File: src/rtl/altsyncram_arb_pkg.sv
// Shared types and helpers for the two-client altsyncram port-A arbiter.
package altsyncram_arb_pkg;

  // Requester identifier: 0 or 1.
  typedef logic req_id_t;

  localparam int NUM_REQ = 2;

  // Cycles from request handshake to read response: one cycle to register
  // the command onto the RAM port, one for the RAM's registered address,
  // plus one more when the RAM output register is enabled.
  function automatic int rd_lat(input int outdata_reg);
    return 2 + outdata_reg;
  endfunction

endpackage

File: src/rtl/rr_arb2.sv
// Two-input round-robin grant logic with its priority pointer.
module rr_arb2
  import altsyncram_arb_pkg::*;
(
  input  logic       clk,
  input  logic       sclr,
  input  logic [1:0] valid,
  output logic [1:0] grant
);

  // Id of the requester granted most recently; reset to 1 so requester 0
  // wins the first contention.
  req_id_t last;

  // Combinational one-hot grant; nothing is granted while in reset.
  always_comb begin
    grant = 2'b00;
    if (!sclr) begin
      case (valid)
        2'b01:   grant = 2'b01;
        2'b10:   grant = 2'b10;
        2'b11:   grant = (last == 1'b1) ? 2'b01 : 2'b10;
        default: grant = 2'b00;
      endcase
    end
  end

  // Priority pointer moves only when somebody is actually granted.
  always_ff @(posedge clk) begin
    if (sclr) begin
      last <= 1'b1;
    end else if (|grant) begin
      last <= grant[1];
    end
  end

endmodule

File: src/rtl/altsyncram_arbiter.sv
// Round-robin arbiter sharing port A of a single-port altsyncram between two
// clients. Handshake: a request transfers in a cycle where req_valid_i and
// req_ready_i are both high; a requester keeps every request field stable
// while valid is high and ready is low. Read responses are one-cycle
// rsp_valid_i pulses with no backpressure, a fixed rd_lat cycles after the
// handshake, always in acceptance order.
module altsyncram_arbiter
  import altsyncram_arb_pkg::*;
#(
  parameter int WIDTH         = 32,
  parameter int WIDTHAD       = 10,
  parameter int WIDTH_BYTEENA = 4,
  parameter int OUTDATA_REG   = 0
) (
  input  logic                     clock0,
  input  logic                     sclr,
  input  logic                     req_valid_0,
  output logic                     req_ready_0,
  input  logic                     req_wr_0,
  input  logic [WIDTHAD-1:0]       req_addr_0,
  input  logic [WIDTH-1:0]         req_data_0,
  input  logic [WIDTH_BYTEENA-1:0] req_byteena_0,
  output logic                     rsp_valid_0,
  output logic [WIDTH-1:0]         rsp_data_0,
  input  logic                     req_valid_1,
  output logic                     req_ready_1,
  input  logic                     req_wr_1,
  input  logic [WIDTHAD-1:0]       req_addr_1,
  input  logic [WIDTH-1:0]         req_data_1,
  input  logic [WIDTH_BYTEENA-1:0] req_byteena_1,
  output logic                     rsp_valid_1,
  output logic [WIDTH-1:0]         rsp_data_1,
  output logic                     ram_wren,
  output logic                     ram_rden,
  output logic [WIDTHAD-1:0]       ram_address,
  output logic [WIDTH-1:0]         ram_data,
  output logic [WIDTH_BYTEENA-1:0] ram_byteena,
  input  logic [WIDTH-1:0]         ram_q
);

  localparam int RD_LAT = rd_lat(OUTDATA_REG);

  // RAM port command; field widths follow this instance's parameters, so the
  // struct lives here rather than in the package.
  typedef struct packed {
    logic                     wren;
    logic                     rden;
    logic [WIDTHAD-1:0]       address;
    logic [WIDTH-1:0]         data;
    logic [WIDTH_BYTEENA-1:0] byteena;
  } ram_cmd_t;

  logic [1:0]        grant;
  logic              rd_accept;
  ram_cmd_t          cmd_next;
  ram_cmd_t          cmd_q;
  logic [RD_LAT-1:0] tag_v;
  logic [RD_LAT-1:0] tag_id;

  rr_arb2 u_arb (
    .clk   (clock0),
    .sclr  (sclr),
    .valid ({req_valid_1, req_valid_0}),
    .grant (grant)
  );

  assign req_ready_0 = grant[0];
  assign req_ready_1 = grant[1];
  assign rd_accept   = (grant[0] & ~req_wr_0) | (grant[1] & ~req_wr_1);

  // Next RAM command: the granted request, or an idle cycle that keeps
  // address/data/byteena at their previous values.
  always_comb begin
    cmd_next      = cmd_q;
    cmd_next.wren = 1'b0;
    cmd_next.rden = 1'b0;
    if (grant[1]) begin
      cmd_next.wren    = req_wr_1;
      cmd_next.rden    = ~req_wr_1;
      cmd_next.address = req_addr_1;
      cmd_next.data    = req_data_1;
      cmd_next.byteena = req_byteena_1;
    end else if (grant[0]) begin
      cmd_next.wren    = req_wr_0;
      cmd_next.rden    = ~req_wr_0;
      cmd_next.address = req_addr_0;
      cmd_next.data    = req_data_0;
      cmd_next.byteena = req_byteena_0;
    end
  end

  // RAM command register.
  always_ff @(posedge clock0) begin
    if (sclr) begin
      cmd_q <= '0;
    end else begin
      cmd_q <= cmd_next;
    end
  end

  // Read tag pipeline: shifts one stage per cycle, so the oldest stage lines
  // up exactly with the RAM's q for that read. Reset drops in-flight reads.
  always_ff @(posedge clock0) begin
    if (sclr) begin
      tag_v  <= '0;
      tag_id <= '0;
    end else begin
      tag_v  <= {tag_v[RD_LAT-2:0], rd_accept};
      tag_id <= {tag_id[RD_LAT-2:0], grant[1]};
    end
  end

  assign ram_wren    = cmd_q.wren;
  assign ram_rden    = cmd_q.rden;
  assign ram_address = cmd_q.address;
  assign ram_data    = cmd_q.data;
  assign ram_byteena = cmd_q.byteena;

  assign rsp_valid_0 = ~sclr & tag_v[RD_LAT-1] & ~tag_id[RD_LAT-1];
  assign rsp_valid_1 = ~sclr & tag_v[RD_LAT-1] & tag_id[RD_LAT-1];
  assign rsp_data_0  = ram_q;
  assign rsp_data_1  = ram_q;

endmodule

File: config.mk
export PLATFORM = sky130hd
export DESIGN_NAME = altsyncram_arbiter
export DESIGN_NICKNAME = d
export VERILOG_FILES = /design/src/rtl/altsyncram_arb_pkg.sv /design/src/rtl/rr_arb2.sv /design/src/rtl/altsyncram_arbiter.sv
export SDC_FILE = /design/constraint.sdc
export NUM_CORES = 1
export LEC_CHECK = 0
export CORE_ASPECT_RATIO = 0.6
export CORE_MARGIN = 5
export CORE_UTILIZATION = 27
export CTS_CLUSTER_SIZE = 28
export DETAILED_ROUTE_END_ITERATION = 8
export HOLD_SLACK_MARGIN = 0.06
export PLACE_DENSITY = 0.86
export SETUP_SLACK_MARGIN = 0.1
export SYNTH_ARGS = -nofsm -noshare
export SYNTH_HDL_FRONTEND = slang
export SYNTH_SLANG_ARGS = --single-unit
export TNS_END_PERCENT = 20
File: constraint.sdc
create_clock -name clock0 -period 1.3 [get_ports clock0]
set_input_delay 0.26 -clock clock0 [delete_from_list [all_inputs] [get_ports clock0]]
set_output_delay 0.26 -clock clock0 [all_outputs]
set_load 0.02 [all_outputs]
==> run_results.csv <==
group,metric,value,unit
synth,cell_taking_the_most_area_after_synthesis,"sky130_fd_sc_hd__dfxtp_1",
synth,syn_area_per_cell,10.5,sq um
route,routed_wl,7630,um
worst_setup_path,crit_path_max_incr_delay,360,ps
clock_network,cts_num_sinks,53,
synth,yosys.area_share.simple,0.150,
floorplan,start_util,0.277,
worst_setup_path,critical_path_peak_fanout,3,
grt,grt.overflow.total,0,
timing,share_of_the_cycle_needed_by_the_critical_path_after_routing,1.05,
synth,synth.ff_latch_count,53,
placement,port_buffers,149,
synth,synth_fp_nets,372,
worst_setup_path,worst_path_max_delay_cell,"sky130_fd_sc_hd__dfxtp_4",
clock_network,clk_path_buf_depth,2,
outcome,failed_checks,"setup timing",
floorplan,core_area,9160,sq um
outcome,status,"finished with violations",
clock_network,cts.htree.levels,2,
grt,grt_antenna_before_repair,0,
placement,hpwlAfterDp,5680,um
placement,post-place-cells,448,
synth,portion_of_synthesized_cell_area_occupied_by_the_leading_cell_type,0.419,
synth,post_synth_fa_ha_maj_area_fraction,0,
clock_network,insertion_delay,290,ps
timing,setup_violations,48,
grt,global_route.usage.total,0.130,
power,worst_ir_drop_vdd,0.463,mV
power,totalPowerFinal,4230,uW
clock_network,tritoncts_clock_tree,"yes",
floorplan,dieWidth,135,um
route,dr_total_vias,2064,
synth,synth.area.mux_share,0,
timing,timing.final.ws_setup,-65.9,ps
floorplan,floorplan.io_pins,246,
cells_and_area,antenna-diode-count,0,
timing,skew,2.80,ps
timing,worst-slew-pin-transition,329,ps
power,power_per_cell_area,1120,nW/um^2
worst_setup_path,crit_arrival,1110,ps
timing,slew_headroom,0.781,
floorplan,design.die.area,11500,sq um
grt,grt_start_max_net_pins,50,
cells_and_area,drive_gt1_frac,0.230,
timing,unrepaired_setup_endpoints_after_global_routing,"yes",
clock_network,cts_buffers,5,
route,detailedRoute.firstIterationViolations,90,
cells_and_area,area_delta_synth_final,49.0,%
synth,dominant_combinational_cell_family_by_area_after_synthesis,"buffers and inverters",
placement,finalWeightedCongestion,0.736,
hold_path,hold_path_class,"input pin to register",
synth,synth_compound_area_frac,0.194,
floorplan,chipHeight,85.1,um
synth,yosysSeqAreaShare,0.419,
route,avgViaCountPerCell,4.53,
floorplan,fp-row-count,27,
worst_setup_path,setup.worst_path.class,"register to output pin",
route,drcViolationCount,0,
worst_setup_path,crit_chain,"nor2b_4 -> nor3b_4 -> buf_6",
worst_setup_path,worst_setup_path_start_kind,"register",
cells_and_area,fin_nets,455,
clock_network,clockRootBuffer,"sky130_fd_sc_hd__clkbuf_16",
route,drt_pass1_iterations,4,
timing,fin_crit,1370,ps
synth,synthesis.area,2530,sq um
power,leakagePower,0.00155,uW
cells_and_area,finalNonFillerCells,456,
worst_setup_path,end_kind,"output pin",
worst_setup_path,timing.critical_path.required,1040,ps
synth,synthXorXnorAreaFrac,0,
grt,first_global_vias,2289,
timing,hold_violations,0,
grt,wire_length_of_the_first_global_routing_pass,12000,um
synth,synth.top_cells.by_area,"sky130_fd_sc_hd__dfxtp_1 42%, sky130_fd_sc_hd__buf_4 19%, sky130_fd_sc_hd__a221o_1 18%",
timing,final_slew_violations,0,
route,ant_nets,0,
clock_network,clk_pin_slew,70,ps
timing,clock.fmax,0.732,GHz
flow_run,drv.max_cap_violation_count,0,
synth,synth.yosys.warnings,0,
synth,syn-instance-count,242,
synth,yosys.cell_types.count,17,
route,wire_per_inst,16.7,um
worst max-delay path: cells and delay by family (launching register included):
family | cells | cell delay (ps)
AND/OR/NAND/NOR | 2 | 290
buffers and inverters | 1 | 160
flip-flops | 1 | 360
logic make-up (layout without fill, tap and decap cells):
logic type	Yosys count	after routing
DFF	53	53
AOI/OAI and AO/OA	50	50
and+or+nand+nor	57	57
buffers and inverters	82	166
repair_timing:
action,4_1_cts,5_1_grt
pin swaps,2,4
buffers inserted,0,0
hold buffers,0,0
gates resized for setup,158,36
hold endpoints to repair,0,0
setup endpoints to repair,101,80
metrics by stage:
| stage | hold WS [ps] | cell area [sq um] | setup WS (ps) | utilization | TNS (ps) |
|---|---|---|---|---|---|
| 6_report | 412 | 3780 | -65.9 | 0.412 | -1460 |
| 5_1_grt | 406 | 3780 | -133 | 0.412 | -4080 |
| 4_1_cts | 375 | 3900 | -76.8 | 0.426 | -2580 |
| 3_5_place_dp | 428 | 3680 | -687 | 0.402 | -35200 |
| 3_3_place_gp | 425 | 3680 | -671 | 0.402 | -32710 |
| 2_1_floorplan | 385 | 2550 | 76.1 | - | 0 |
layout make-up:
| class | count | area, sq um |
|---|---|---|
| clock inverters | 2 | 38.8 |
| well taps | 130 | 163 |
| fillers | 875 | 5380 |
| clock buffers | 6 | 129 |
| multi-input cells | 107 | 891 |
| flip-flops and latches | 53 | 1070 |
| inverters | 2 | 7.51 |
| repair buffers | 156 | 1480 |
per-layer routing:
layer  global-route usage  vias to the layer above  wire [um]
li1                     -                      966          -
met1                0.158                      964       3340
met2                0.194                      129       3300
met3               0.0788                        5        938
met4               0.0339                        0         55
met5                    0                        -          0
cells in the mapped netlist:
cell type	instances
sky130_fd_sc_hd__buf_4	65
sky130_fd_sc_hd__dfxtp_1	53
sky130_fd_sc_hd__a221o_1	46
sky130_fd_sc_hd__and2_1	46
sky130_fd_sc_hd__buf_6	6
sky130_fd_sc_hd__buf_2	5
sky130_fd_sc_hd__clkbuf_1	4
sky130_fd_sc_hd__a22o_1	3
sky130_fd_sc_hd__and3b_1	3
sky130_fd_sc_hd__nor2b_1	3
sky130_fd_sc_hd__inv_1	2
sky130_fd_sc_hd__nand2_1	1
sky130_fd_sc_hd__nand2b_1	1
sky130_fd_sc_hd__nor3_4	1
sky130_fd_sc_hd__nor3b_1	1
sky130_fd_sc_hd__nor3b_2	1
sky130_fd_sc_hd__o21ai_0	1
state kept, by name, summed over array words and instances, names as in the netlist:
register and flops:
ram_address 10, ram_byteena 4, ram_data 32, ram_rden 1
ram_wren 1, tag_id 2, tag_v 2, u_arb.last 1
layout by cell type (no fill, tap or decap), types with 3 or more instances in the layout:
cell type	netlist	routed
sky130_fd_sc_hd__a221o_1	46	46
sky130_fd_sc_hd__a22o_1	3	3
sky130_fd_sc_hd__and2_1	46	46
sky130_fd_sc_hd__buf_12	0	3
sky130_fd_sc_hd__buf_2	5	9
sky130_fd_sc_hd__buf_4	65	4
sky130_fd_sc_hd__buf_6	6	3
sky130_fd_sc_hd__clkbuf_16	0	5
sky130_fd_sc_hd__clkbuf_2	0	18
sky130_fd_sc_hd__clkdlybuf4s15_2	0	22
sky130_fd_sc_hd__clkdlybuf4s50_1	0	94
sky130_fd_sc_hd__dfxtp_1	53	50
path summary, 6_finish.rpt:
| path | cells past startpoint | slack [ps] | start | to |
|---|---|---|---|---|
| min reg2reg | 1 | 440 | tag_id[0] | tag_id[1] |
| max reg2reg | 4 | -50 | u_arb.last | ram_address[4] |
| min | 2 | 410 | sclr | u_arb.last |
| max | 3 | -70 | u_arb.last | req_ready_0 |
power by group:
group / leakage, uW / total, uW / switching [uW] / internal [uW]
Sequential: 0.000440 / 1810 / 61.2 / 1750
Clock: 0.0000810 / 1520 / 605 / 914
Combinational: 0.00103 / 892 / 380 / 512
No activity file was read; power rests on OpenSTA's default activity.
